**src/rtl/pwm_pkg.sv**
```systemverilog
// rtl/pwm_pkg.sv - shared PWM state encoding and default tick/timeout constants
package pwm_pkg;

    typedef enum logic [1:0] {
        SYNC_WAIT = 2'd0,
        MEAS_HIGH = 2'd1,
        MEAS_LOW  = 2'd2
    } pwm_state_t;

    // Clocks per tick (1 us at 50 MHz); the PWM generator uses the same value.
    localparam int PWM_DIV     = 50;
    // Ticks without an expected edge before the capture side gives up.
    localparam int PWM_TIMEOUT = 25000;

endpackage

```
**src/rtl/pwm_sync_edge.sv**
```systemverilog
// rtl/pwm_sync_edge.sv - two-flop synchronizer with delay flop and rise/fall detect
module pwm_sync_edge (
    input  logic clk_i,
    input  logic reset,
    input  logic din,
    output logic rise,
    output logic fall
);

    logic       s1;
    logic       s2;
    logic       s3;
    logic [1:0] fill;
    logic       primed;

    // Synchronize the pin; fill counts edges until s3 holds real pin data.
    always_ff @(posedge clk_i or negedge reset) begin
        if (!reset) begin
            s1   <= 1'b0;
            s2   <= 1'b0;
            s3   <= 1'b0;
            fill <= 2'd0;
        end else begin
            s1 <= din;
            s2 <= s1;
            s3 <= s2;
            if (fill != 2'd3) begin
                fill <= fill + 2'd1;
            end
        end
    end

    // A pin already high at reset release must not look like a rising edge.
    assign primed = (fill == 2'd3);
    assign rise   = primed & s2 & ~s3;
    assign fall   = primed & ~s2 & s3;

endmodule

```
**src/rtl/pwm_capture.sv**
```systemverilog
// rtl/pwm_capture.sv - PWM high-time and period capture with saturation and timeout
module pwm_capture
    import pwm_pkg::*;
#(
    parameter int WIDTH     = 12,
    parameter int PER_WIDTH = 16,
    parameter int DIV       = PWM_DIV,
    parameter int TIMEOUT   = PWM_TIMEOUT
) (
    input  logic                 clk_i,
    input  logic                 reset,
    input  logic                 pwm_i,
    output logic [WIDTH-1:0]     width_o,
    output logic [PER_WIDTH-1:0] period_o,
    output logic                 dataf_o,
    output logic                 sat_o,
    output logic                 timeout_o
);

    localparam int PW = $clog2(DIV + 1);

    logic                 rise;
    logic                 fall;
    logic [PW-1:0]        presc;
    logic                 tick;
    pwm_state_t           state;
    pwm_state_t           state_nx;
    logic                 start;
    logic                 publish;
    logic                 expire;
    logic [WIDTH-1:0]     hi_cnt;
    logic [PER_WIDTH-1:0] per_cnt;
    logic [WIDTH-1:0]     hi_inc;
    logic [PER_WIDTH-1:0] per_inc;
    logic                 hi_max;
    logic                 to_hit;
    logic                 pend;
    logic [WIDTH-1:0]     pend_w;
    logic [PER_WIDTH-1:0] pend_p;
    logic                 pend_sat;

    pwm_sync_edge u_sync (
        .clk_i (clk_i),
        .reset (reset),
        .din   (pwm_i),
        .rise  (rise),
        .fall  (fall)
    );

    assign tick    = (presc == PW'(DIV - 1));
    assign hi_max  = (hi_cnt == '1);
    assign hi_inc  = (tick && !hi_max) ? hi_cnt + WIDTH'(1) : hi_cnt;
    assign per_inc = (tick && per_cnt != '1) ? per_cnt + PER_WIDTH'(1) : per_cnt;
    assign to_hit  = (per_cnt == PER_WIDTH'(TIMEOUT));

    // Prescaler restarts on every rise so tick boundaries line up with the frame.
    always_ff @(posedge clk_i or negedge reset) begin
        if (!reset) begin
            presc <= '0;
        end else if (rise || tick) begin
            presc <= '0;
        end else begin
            presc <= presc + PW'(1);
        end
    end

    // FSM state register.
    always_ff @(posedge clk_i or negedge reset) begin
        if (!reset) begin
            state <= SYNC_WAIT;
        end else begin
            state <= state_nx;
        end
    end

    // Next state; a rise always takes priority over a timeout in the same cycle.
    always_comb begin
        state_nx = state;
        start    = 1'b0;
        publish  = 1'b0;
        expire   = 1'b0;
        case (state)
            SYNC_WAIT: begin
                if (rise) begin
                    state_nx = MEAS_HIGH;
                    start    = 1'b1;
                end else if (to_hit) begin
                    expire = 1'b1;
                end
            end
            MEAS_HIGH: begin
                if (rise) begin
                    start = 1'b1;
                end else if (fall) begin
                    state_nx = MEAS_LOW;
                end else if (to_hit) begin
                    state_nx = SYNC_WAIT;
                    expire   = 1'b1;
                end
            end
            MEAS_LOW: begin
                if (rise) begin
                    state_nx = MEAS_HIGH;
                    start    = 1'b1;
                    publish  = 1'b1;
                end else if (to_hit) begin
                    state_nx = SYNC_WAIT;
                    expire   = 1'b1;
                end
            end
            default: state_nx = SYNC_WAIT;
        endcase
    end

    // Tick counters; per_cnt doubles as the no-edge timer while in SYNC_WAIT.
    always_ff @(posedge clk_i or negedge reset) begin
        if (!reset) begin
            hi_cnt  <= '0;
            per_cnt <= '0;
        end else if (start || expire) begin
            hi_cnt  <= '0;
            per_cnt <= '0;
        end else begin
            case (state)
                MEAS_HIGH: begin
                    hi_cnt  <= hi_inc;
                    per_cnt <= per_inc;
                end
                default: per_cnt <= per_inc;
            endcase
        end
    end

    // Snapshot the finished frame on the rise; the tick landing on that edge counts.
    always_ff @(posedge clk_i or negedge reset) begin
        if (!reset) begin
            pend     <= 1'b0;
            pend_w   <= '0;
            pend_p   <= '0;
            pend_sat <= 1'b0;
        end else begin
            pend <= publish;
            if (publish) begin
                pend_w   <= hi_cnt;
                pend_p   <= per_inc;
                pend_sat <= hi_max | (per_inc == '1);
            end
        end
    end

    // Result registers and status flags; dataf_o is high for a single clock.
    always_ff @(posedge clk_i or negedge reset) begin
        if (!reset) begin
            width_o   <= '0;
            period_o  <= '0;
            dataf_o   <= 1'b0;
            sat_o     <= 1'b0;
            timeout_o <= 1'b0;
        end else begin
            dataf_o <= pend;
            if (pend) begin
                width_o   <= pend_w;
                period_o  <= pend_p;
                sat_o     <= pend_sat;
                timeout_o <= 1'b0;
            end else if (expire) begin
                timeout_o <= 1'b1;
            end
        end
    end

endmodule
```
**config.mk**
```make
export PLATFORM = sky130hd
export DESIGN_NAME = pwm_capture
export DESIGN_NICKNAME = d
export VERILOG_FILES = /design/src/rtl/pwm_pkg.sv /design/src/rtl/pwm_sync_edge.sv /design/src/rtl/pwm_capture.sv
export SDC_FILE = /design/constraint.sdc
export NUM_CORES = 1
export LEC_CHECK = 0
export BUFFER_PORTS_ARGS = -buffer_cell sky130_fd_sc_hd__buf_2
export CORE_AREA = 2 2 95 97
export DETAILED_ROUTE_END_ITERATION = 8
export DIE_AREA = 0 0 97 99
export GPL_ROUTABILITY_DRIVEN = 0
export HOLD_SLACK_MARGIN = 0.1
export PLACE_DENSITY = 0.7
export SLEW_MARGIN = 20
export SYNTH_ARGS = -nofsm -noshare
export SYNTH_HDL_FRONTEND = slang
export SYNTH_SLANG_ARGS = --single-unit
```
**constraint.sdc**
```tcl
create_clock -name clk_i -period 2.32 [get_ports clk_i]
set_input_delay 0.464 -clock clk_i [delete_from_list [all_inputs] [get_ports clk_i]]
set_output_delay 0.464 -clock clk_i [all_outputs]
set_load 0.01 [all_outputs]
```
### Yosys cells after proc, flatten, opt, wreduce, memory -nomap -nowiden

Cells that the tools add are included.

| storage, ports and cells | value |
|---|---|
| register bits after elaboration | 102 |
| input bits | 3 |
| output and inout port bits | 31 |
| word-level logic and storage cells | 74 |

| cells by class | value |
|---|---|
| add/sub/neg operators | 4 |
| eq/ne operators | 11 |
| muxes and demuxes | 22 |
| bitwise gates (word level) | 7 |
| reductions and logical operators | 13 |

Operators by type and width:

| cell | number |
|---|---|
| $mux W12 | 3 |
| $mux W16 | 2 |
| $add A16 B1 Y16 const B | 1 |
| $eq A16 B15 Y1 const B | 1 |
| $eq A16 B16 Y1 const B | 1 |
| $ne A16 B16 Y1 const B | 1 |
| $add A12 B1 Y12 const B | 1 |
| $eq A12 B12 Y1 const B | 1 |
| $mux W2 | 5 |
| $mux W1 | 9 |
| $add A6 B1 Y6 const B | 1 |
| $eq A6 B6 Y1 const B | 1 |
| $mux W6 | 1 |
| $ne A2 B2 Y1 const B | 3 |
| $pmux W2 S3 | 1 |
| $reduce_bool A2 Y1 | 3 |
| $and A1 B1 Y1 | 4 |
| $eq A2 B2 Y1 const B | 2 |
| $reduce_and A2 Y1 | 2 |
| $reduce_or A3 Y1 | 1 |
| $add A2 B1 Y2 const B | 1 |
| $eq A2 B1 Y1 const B | 1 |
| $logic_and A1 B1 Y1 | 2 |
| $logic_not A2 Y1 | 1 |
| other kinds (6) | 8 |

### Longest topological paths before layout

Gate-level depths: netlist of run 1.

| logic depth | value |
|---|---|
| depth after elaboration | 9 |
| gate-level depth with buffers | 9 |
| mapped depth without buffers | 8 |

### By module

A second synthesis of run 1 with hierarchy kept.

| unflattened totals | value |
|---|---|
| cell total of the unflattened synthesis | 403 |
| area, all modules | 4470.5 µm² |

By module, submodules not included:

| module | times used | cells each | area each (µm²) | sequential area each (µm²) |
|---|---|---|---|---|
| pwm_capture | 1 | 393 | 4289.1 | 2427.3 |
| pwm_sync_edge | 1 | 10 | 181.4 | 125.1 |

### Least setup slack after synthesis of run 1

OpenSTA, ideal clock, no wires.

| timing | value |
|---|---|
| path kind | register -> register |
| start point | register presc[1] |
| end point | register pend_sat |
| data arrival time | 2.020 ns |
| data required time | 2.254 ns |
| slack | 0.234 ns |
| stages on the path, launching flop included | 9 |
| buffers on the path | 0 |
| period minus slack after synthesis | 2.086 ns |
| cells stage by stage | dfrtp_1 > inv_1 > ha_1 > or3b_1 > or4_1 > a21oi_1 > a21oi_1 > a2111oi_2 > a31o_1 |

| between the ends | value |
|---|---|
| cells in the longest elaborated chain, start to end | 5 |

Ends and longest elaborated chain:

| what | line | RTL |
|---|---|---|
| start, declared | pwm_capture.sv:24 | `logic [PW-1:0] presc;` |
| start signal, assigned | pwm_capture.sv:63 | `presc <= presc + PW'(1);` |
| $eq A6 B6 Y1 | pwm_capture.sv:50 | `assign tick = (presc == PW'(DIV - 1));` |
| $logic_and A1 B1 Y1 | pwm_capture.sv:53 | `assign per_inc = (tick && per_cnt != '1) ? per_cnt + PER_WIDTH'(1) : per_cnt;` |
| $mux W16 | pwm_capture.sv:53 |  |
| $eq A16 B16 Y1 | pwm_capture.sv:146 | `pend_sat <= hi_max \| (per_inc == '1);` |
| $or A1 B1 Y1 | pwm_capture.sv:146 |  |
| end signal, assigned | pwm_capture.sv:146 |  |
| end, declared | pwm_capture.sv:40 | `logic pend_sat;` |

Every way passes these cells.
A chain may end at the register's enable or synchronous reset.

### Worst setup path in the final report of run 1

Ends and elaborated chain as after synthesis.

==> results.ini, run 1 <==
[synthesis]
syn-num-nets=413
synth_edf_count=0
synthArstFlopShare_pct=100
synth_seq_cells=102
avgSynthCellArea_um2=11.0
syn-instance-count=404
synth_seq_area_share_pct=57.7
syn-cell-area_um2=4420
ys_types=42
synth_area_leader_cell=dfrtp_1
synth_ff_type=dfrtp_1
yosysWarnings=0
synthTopCellsByArea=dfrtp_1, mux2_2, nand2_1, nor2_1, xnor2_1
synth_top_area_share_pct=57.7

[setup_path]
crit_required_ps=2630
cpMaxStageDelayCell=or3b_4
path_buf_inv=1
reg2reg_depth=8
start_kind=register
critical_path.top_delay_family=simple AND/OR/NAND/NOR gates
timing.rr.end=pend_sat
cp_data_arrival_time_ps=2600
rr_startpoint=presc[1]
cp_max_fo=4
endpoint_kind=register
r2r_slack_ps=30
crit_path_max_incr_delay_ps=400
worstPathCellList=inv_1 -> ha_1 -> or3b_4 -> nor4_4 -> nand4b_1 -> xor2_1 -> a2111oi_2 -> a31o_1
path_class=register to register

[clocking]
worstSkewPairLatency_ps=370
cts_buffer_depth=2
clockRootBuffer=clkbuf_8
path_clk_slew_ps=90
h-tree-depth=3
cts_tree=built
cts_sinks=102
cts_buffers=9

[placement]
pre_cts_ws_ps=13.4
placed_area_um2=4840
io_buffers=33
post-dp-hpwl_um=5870

[detailed_routing]
wl_per_cell_um=14.8
vias_per_cell=5.41
first_pass_iters=4
first_iter_violations=152
vias=3080
antenna_left=0
drt_wl_total_um=8410
drc_errors=0

[hold_path]
hp-class=input pin to register
hold_path_depth=1
whs_endpoint=u_sync.s1
hold_start=pwm_i

[sta]
finalHoldViolCount=0
worst_pin_slew_ps=525
setup_slack_ps=29.7
finalCritPeriodShare_pct=98.7
setup_viol=0
layout_min_cycle_time_ps=2290
slew_viol_final=0
rsz0062_at_grt=true
max-slew-margin-rel_pct=64.7
clock-skew-final_ps=11.9
fmax_mhz=437

[global_routing]
gr-usage-met1_pct=25.4
antenna_found_initial=0
grt_pass1_wl_um=14400
grt_pass1_vias=2986
grt.total_usage_pct=18.6
use_met2_pct=28.8
grt_max_degree=49
grt_overflow=0
met3_usage_pct=3.69
grt_busiest_layer=met2

[final_layout]
fin_util_pct=59.9
area_delta_synth_final_pct=15.8
fin_area_um2=5120
nNetsFinal=465
multi_input_area_um2=1820
num_antenna_cells=0
fill_cells=684
ff_latch_area_um2=2550
layout-drive-gt1-share_pct=24.5

[power]
power_w=0.00334
ir_worst_vdd_mv=0.473
p_leak_nw=2.48
power-per-cell-area_nw_per_um2=652

[floorplan]
start_util_pct=51.7
fp-row-count=34
die_h_um=99
die_w_um=97
core-area_um2=8550
die-area_um2=9600
pin_count=34

[run_status]
status=finished, final reports clean

[run]
max_cap_violations=0

worst register-to-register path, stage by stage, from the launching register on:
cell	delay, ps
dfrtp_1	390
inv_1	60
ha_1	150
or3b_4	400
nor4_4	360
nand4b_1	170
xor2_1	200
a2111oi_2	320
a31o_1	190
cells by family (layout without fill, tap and decap cells):
group,count (synthesis),in the layout,synth area share (%)
and+or+nand+nor,181,181,20.2
DFF,102,102,57.7
muxes,34,34,8.54
AOI/OAI and AO/OA,32,32,4.27
xor gates and xnor gates,29,29,5.74
buffers and inverters,20,77,1.89
adders and majority gates,6,6,1.70
layer usage:
metal  routed length [um]  up-vias
met5                    0        -
met4                  167        0
met3                  287       13
met2                 3880       53
met1                 4070     1527
li1                     -     1487
cell usage after synthesis (3+ instances only):
| master | count |
|---|---|
| dfrtp_1 | 102 |
| nand2_1 | 67 |
| nor2_1 | 46 |
| mux2_2 | 30 |
| o21ai_0 | 21 |
| xnor2_1 | 17 |
| nand3_1 | 15 |
| nand4_1 | 12 |
| xor2_1 | 12 |
| clkbuf_1 | 8 |
| nor4_1 | 7 |
| ha_1 | 6 |
| inv_1 | 6 |
| nor3_1 | 6 |
| nand2b_1 | 5 |
| buf_2 | 4 |
| mux2i_1 | 4 |
| a21oi_1 | 3 |
| and4_1 | 3 |
| nor4b_1 | 3 |
power breakdown:
group	internal (W)	leakage [nW]	switching, W
Sequential	0.00183	1.40	0.0000513
Combinational	0.000109	0.968	0.000132
Clock	0.000611	0.110	0.000608
Total	0.00255	2.48	0.000791
area by class of cell:
class | count | share of cell area, %
clock inverters | 7 | 1.86
well taps | 108 | 2.64
clock buffers | 9 | 2.42
inverters | 6 | 0.440
multi-input cells | 282 | 35.6
repair buffers | 55 | 7.28
flip-flops and latches | 102 | 49.8
timing repair:
action,4_1_cts,5_1_grt
hold buffers,1,0
resized for setup,5,2
buffers inserted,1,2
hold endpoints to repair,35,0
setup endpoints to repair,1,8
pin swaps,3,6
per-stage QoR:
| step | instances | TNS (ps) | hold WS [ps] |
|---|---|---|---|
| finish | 569 | 0 | 203 |
| global route | 569 | -161 | 187 |
| CTS | 567 | -2.25 | 194 |
| detailed placement | 549 | 0 | 337 |
| global placement | 549 | 0 | 335 |
| floorplan | 404 | 0 | 168 |
sequential cells by signal (all words and copies together), names as in the netlist, 2 cells and up:
| register | cells |
|---|---|
| hi_cnt | 12 |
| pend_p | 16 |
| pend_w | 12 |
| per_cnt | 16 |
| period_o | 16 |
| presc | 6 |
| state | 2 |
| u_sync.fill | 2 |
| width_o | 12 |
how the worst max path moves through the flow:
stage               cells past startpoint     start  slack (ps)        to
global placement                        8  presc[1]          90  pend_sat
detailed placement                      8  presc[1]          10  pend_sat
floorplan                               8  presc[1]         230  pend_sat
global route                            8  presc[1]        -140  pend_sat
CTS                                     8  presc[1]          -2  pend_sat
finish                                  8  presc[1]          30  pend_sat
cells in the final DEF, fill, tap and decap left out, types with 3 or more instances in the layout:
cell type,instances
nor2_1,46
nand2b_1,5
xnor2_1,17
nor4_4,3
nor3_1,6
o21ai_0,21
nand4_1,12
nand3_1,15
clkbuf_8,9
buf_2,32
buf_4,19
mux2_2,30
xor2_1,11
buf_12,3
nand2_1,67
inv_1,6
ha_1,6
and4_1,3
nor4b_1,3
nor4_1,7
dfrtp_1,102
mux2i_1,3
No activity file was read; power rests on OpenSTA's default activity.
==> run 2, diff against run 1 <==
==> constraint.sdc (replaced) <==
create_clock -name clk_i -period 2.32 [get_ports clk_i]
set_input_delay 0 -clock clk_i [delete_from_list [all_inputs] [get_ports clk_i]]
set_output_delay 0 -clock clk_i [all_outputs]
set_load 0.01 [all_outputs]
==> results.ini, run 2 (synthesized netlist as in run 1, its figures left out) <==
[run_status]
status=finished, final reports clean

[sta]
layout_min_cycle_time_ps=2300  ; +8.85 ps
worst_pin_slew_ps=575  ; +49.5 ps
finalHoldViolCount=0  ; unchanged
rsz0062_at_grt=true
slew_viol_final=0  ; unchanged
fin_setup_tns_ps=0  ; unchanged
fmax_mhz=435  ; -0.38%
max-slew-margin-rel_pct=61.7  ; -3.0 points
setup_viol=0  ; unchanged
finalCritPeriodShare_pct=99.1  ; +0.38 points
clock-skew-final_ps=13.3  ; +1.36 ps

[final_layout]
largestRegisters=pend_p: 16 flops, per_cnt: 16 flops, period_o: 16 flops
num_antenna_cells=0  ; unchanged
layout-drive-gt1-share_pct=24.0  ; -0.49 points
layout_common_cells=dfrtp_1, nand2_1, nor2_1
final_common_cell=dfrtp_1
nNetsFinal=466  ; +0.22%
fin_util_pct=59.5  ; -0.41 points
area_delta_synth_final_pct=15.0

[power]
seqPwrFrac_pct=60.1  ; +3.8 points
intPower_w=0.00232  ; -8.8%
power_w=0.00313  ; -6.2%
power-per-cell-area_nw_per_um2=616  ; -5.6%
power_switching_w=0.000808  ; +2.2%
swShare_pct=25.8  ; +2.1 points
ir_worst_vdd_mv=0.347  ; -27%
p_clk_share_pct=33.0  ; -3.5 points
combPwrFrac_pct=7.0  ; -0.2 points
p_leak_nw=2.45  ; -0.82%

[setup_path]
rr_startpoint=presc[1]
start_kind=register
cp_data_arrival_time_ps=2610  ; about the same
cpMaxStageDelayCell=dfrtp_1
crit_required_ps=2630  ; about the same
path_class=register to register
reg2reg_depth=8  ; unchanged
r2r_slack_ps=20  ; about the same
endpoint_kind=register
cp_max_fo=4  ; unchanged
crit_path_max_incr_delay_ps=410  ; about the same
timing.rr.end=pend_sat
worstPathCellList=inv_1 -> ha_1 -> or3b_4 -> nor4_4 -> nand4b_1 -> xor2_2 -> a2111oi_4 -> a31o_1

[hold_path]
hp-class=input pin to asynchronous set/reset pin

[clocking]
clockRootBuffer=clkbuf_8
cts_buffers=9  ; unchanged
cts_buffer_depth=2  ; unchanged
cts_tree=built
cts_sinks=102  ; unchanged
path_clk_slew_ps=90  ; about the same
h-tree-depth=3  ; unchanged
worstSkewPairLatency_ps=370  ; about the same

[floorplan]
fp-row-count=34  ; unchanged
die_w_um=97  ; unchanged
core-area_um2=8550  ; unchanged
die-area_um2=9600  ; unchanged
start_util_pct=51.7  ; unchanged
die_h_um=99  ; unchanged
pin_count=34  ; unchanged

[global_routing]
antenna_found_initial=0  ; unchanged
grt.total_usage_pct=18.3  ; -0.34 points
grt_pass1_wl_um=14100  ; -2.3%
grt_pass1_vias=2961  ; -0.84%
grt_overflow=0  ; unchanged
grt_max_degree=47  ; -4.1%

[placement]
post-dp-hpwl_um=5810  ; -1.0%
io_buffers=33  ; unchanged

[detailed_routing]
antenna_left=0  ; unchanged
drt_wl_total_um=8300  ; -1.3%
first_pass_iters=4  ; unchanged
vias_per_cell=5.32  ; -1.7%
first_iter_violations=132  ; -13%
wl_per_cell_um=14.6  ; -1.4%
drc_errors=0  ; unchanged
vias=3033  ; -1.5%

[run]
max_cap_violations=0  ; unchanged

[run 2: cell count changes in the layout (fill, tap and decap cells not counted), sizes merged]
cell / previous run / this run
bufinv: 2 / 0
clkinv: 2 / 3
dlygate4sd3: 1 / 2
inv: 8 / 9
[run 2: worst max path at each step]
stage          startpoint        to  slack (ps)  cells after the start
2_1_floorplan    presc[1]  pend_sat         230                      8
3_3_place_gp     presc[1]  pend_sat          70                      8
3_5_place_dp     presc[1]  pend_sat          20                      8
4_1_cts          presc[1]  pend_sat          40                      8
5_1_grt          presc[1]  pend_sat        -100                      8
6_report         presc[1]  pend_sat          20                      8
[run 2: critical path: cells and delay by family, from the launching register on]
| kind | cells | cell delay [ps] |
|---|---|---|
| compound gates | 2 | 480 |
| flops | 1 | 410 |
| fa+ha+maj | 1 | 140 |
| buf+inv | 1 | 60 |
| simple gates | 3 | 940 |
| xor+xnor | 1 | 220 |
[run 2: metrics by stage]
step	cells	area, um2	setup slack [ps]	hold WS (ps)
4_1_cts	569	5050	38.3	183
3_5_place_dp	551	4840	24.5	35.8
5_1_grt	570	5090	-105	201
3_3_place_gp	551	4840	74.9	26.1
2_1_floorplan	404	4420	234	-296
6_report	570	5090	20.9	158
[run 2: power by group through the flow]
stage	clock (W)	sequential [W]	combinational, W
3_5_place_dp	0	0.00192	0.000213
6_report	0.00103	0.00188	0.000218
5_1_grt	0.00114	0.00189	0.000248
4_1_cts	0.00106	0.00188	0.000220
2_1_floorplan	0	0.00191	0.000124
3_3_place_gp	0	0.00191	0.000206
[run 2: area by class of cell]
cell class                      instances  area [um2]
Clock buffer                            9         124
Clock inverter                          7        55.1
Fill cell                             743        3460
Inverter                                6        22.5
Multi-Input combinational cell        282        1830
Sequential cell                       102        2550
Tap cell                              108         135
Timing Repair Buffer                   56         370
[run 2: metal layers]
layer / vias up / track usage, % / share of wire, %
met5: - / 0 / 0
met1: 1481 / 25.4 / 49
met4: 0 / 8.34 / 1.4
met3: 10 / 4.11 / 3.8
met2: 51 / 27.7 / 46
li1: 1491 / - / -
[run 2: timing repair]
action,CTS,global route
buffers inserted,0,1
gates resized for setup,1,5
pin swaps,0,6
gates cloned,0,0
hold buffers,2,0
setup endpoints to repair,1,4
endpoints found under the hold margin,51,0
==> run 3, diff against run 2 <==
CORE_AREA = 2 2 90 92   (was 2 2 95 97)
DIE_AREA = 0 0 92 94   (was 0 0 97 99)
PLACE_DENSITY = 0.77   (was 0.7)
==> results.ini, run 3 (synthesized netlist as in run 1, its figures left out) <==
[sta]
worst_pin_slew_ps=534  ; -40.8 ps
clock-skew-final_ps=11.3  ; -1.96 ps
hold_ws_ps=290  ; +132 ps
rsz0062_at_grt=true
setup_viol=0  ; unchanged
max-slew-margin-rel_pct=64.4  ; +2.7 points
finalHoldViolCount=0  ; unchanged
fmax_mhz=432  ; -0.59%
layout_min_cycle_time_ps=2310  ; +13.7 ps
slew_viol_final=0  ; unchanged
finalCritPeriodShare_pct=99.7  ; +0.59 points
setup_slack_ps=7.14  ; -13.7 ps

[placement]
place_inst=541  ; -1.8%
pre_cts_ws_ps=-29.7  ; -54.2 ps
io_buffers=33  ; unchanged
post-dp-hpwl_um=6070  ; +4.5%
placed_area_um2=4800  ; -0.78%

[global_routing]
grt_pass1_wl_um=14300  ; +1.5%
grt_overflow=0  ; unchanged
grt_max_degree=76  ; +62%
gr-usage-met1_pct=30.2  ; +4.8 points
antenna_found_initial=0  ; unchanged
met3_usage_pct=2.97  ; -1.1 points
grt.total_usage_pct=21.3  ; +3.0 points
grt_pass1_vias=2898  ; -2.1%
use_met2_pct=33.5  ; +5.7 points
grt_busiest_layer=met2

[setup_path]
path_buf_inv=1  ; unchanged
path_class=register to register
worstPathCellList=inv_1 -> ha_2 -> or3b_4 -> or4_4 -> a21oi_4 -> a21oi_4 -> a2111oi_4 -> a31o_1
crit_path_max_incr_delay_ps=500  ; +90 ps
cp_max_fo=2  ; -2
cpMaxStageDelayCell=or4_4
critical_path.top_delay_family=simple AND/OR/NAND/NOR gates
cp_data_arrival_time_ps=2610  ; about the same
endpoint_kind=register
start_kind=register
crit_required_ps=2620  ; about the same
cpMostUsedCell=a21oi_4

[detailed_routing]
first_pass_iters=4  ; unchanged
antenna_left=0  ; unchanged
vias=3099  ; +2.2%
first_iter_violations=284  ; +120%
drt_wl_total_um=8580  ; +3.4%
drc_errors=0  ; unchanged
wl_per_cell_um=15.2  ; +4.7%
vias_per_cell=5.50  ; +3.4%

[floorplan]
core-area_um2=7610  ; -11%
fp-row-count=32  ; -5.9%
die_w_um=92  ; -5.2%
start_util_pct=58.2  ; +6.4 points
die-area_um2=8650  ; -9.9%
pin_count=34  ; unchanged
die_h_um=94  ; -5.1%

[final_layout]
layout-drive-gt1-share_pct=24.9  ; +0.92 points
area_delta_synth_final_pct=16.5
final_common_cell=dfrtp_1
fin_area_um2=5150  ; +1.3%
layout_common_cells=dfrtp_1, nand2_1, nor2_1
fin_cells=563  ; -1.2%
nNetsFinal=465  ; -0.21%
largestRegisters=pend_p: 16 flops, per_cnt: 16 flops, period_o: 16 flops
num_antenna_cells=0  ; unchanged

[power]
power-per-cell-area_nw_per_um2=653  ; +6.2%
p_leak_nw=2.46  ; +0.30%
ir_worst_vdd_mv=0.394  ; +14%

[run]
max_cap_violations=0  ; unchanged

[clocking]
cts_tree=built
cts_buffers=9  ; unchanged
cts_sinks=102  ; unchanged
clockRootBuffer=clkbuf_8
worstSkewPairLatency_ps=360  ; about the same
h-tree-depth=3  ; unchanged
cts_buffer_depth=2  ; unchanged
path_clk_slew_ps=100  ; about the same

[run_status]
status=finished, final reports clean

[hold_path]
hp-class=input pin to register

## run 3: layout make-up
type / count / area, um2
inverters: 6 / 22.5
well taps: 102 / 128
multi-input cells: 282 / 1860
clock inverters: 7 / 104
clock buffers: 9 / 124
flip-flops and latches: 102 / 2550
repair buffers: 55 / 363
fillers: 576 / 2450
## run 3: power by group
part / internal (W) / total (W) / switching, W
Sequential: 0.00183 / 0.00188 / 0.0000533
Combinational: 0.000106 / 0.000245 / 0.000139
Clock: 0.000622 / 0.00124 / 0.000617
## run 3: final timing paths
kind,start,endpoint,slack (ps),cells past startpoint
setup reg to reg,presc[1],pend_sat,7,8
hold reg to reg,u_sync.s1,u_sync.s2,360,0
hold / removal,pwm_i,u_sync.s1,290,2
setup / recovery,presc[1],pend_sat,7,8
min in group asynchronous,reset,u_sync.fill[0],530,3
max in group asynchronous,reset,width_o[8],1100,4
## run 3: metrics by stage
step	setup TNS, ps	util (%)	power (W)
floorplan	0	-	0.00203
global placement	0	63.1	0.00212
detailed placement	-29.7	63.1	0.00213
CTS	-25.6	67.1	0.00340
global route	-80.2	67.7	0.00351
finish	0	67.7	0.00337
## run 3: per-layer routing
layer | vias to the layer above | share of wire [%] | routed length, um
li1 | 1492 | - | -
met5 | - | 0 | 0
met4 | 0 | 1.3 | 109
met3 | 9 | 2.5 | 211
met2 | 65 | 50 | 4270
met1 | 1533 | 47 | 3990
## run 3: timing repair
item,in CTS,in global routing
buffers inserted,1,1
endpoints found under the hold margin,103,0
endpoints found under the setup margin,1,11
gates resized for setup,5,9
hold buffers,4,0
pin swaps,3,4
## run 3: worst reg2reg max path, stage by stage, from the launching register on
cell       delay, ps
dfrtp_1          390
inv_1             70
ha_2             170
or3b_4           400
or4_4            500
a21oi_4          160
a21oi_4           50
a2111oi_4        330
a31o_1           190
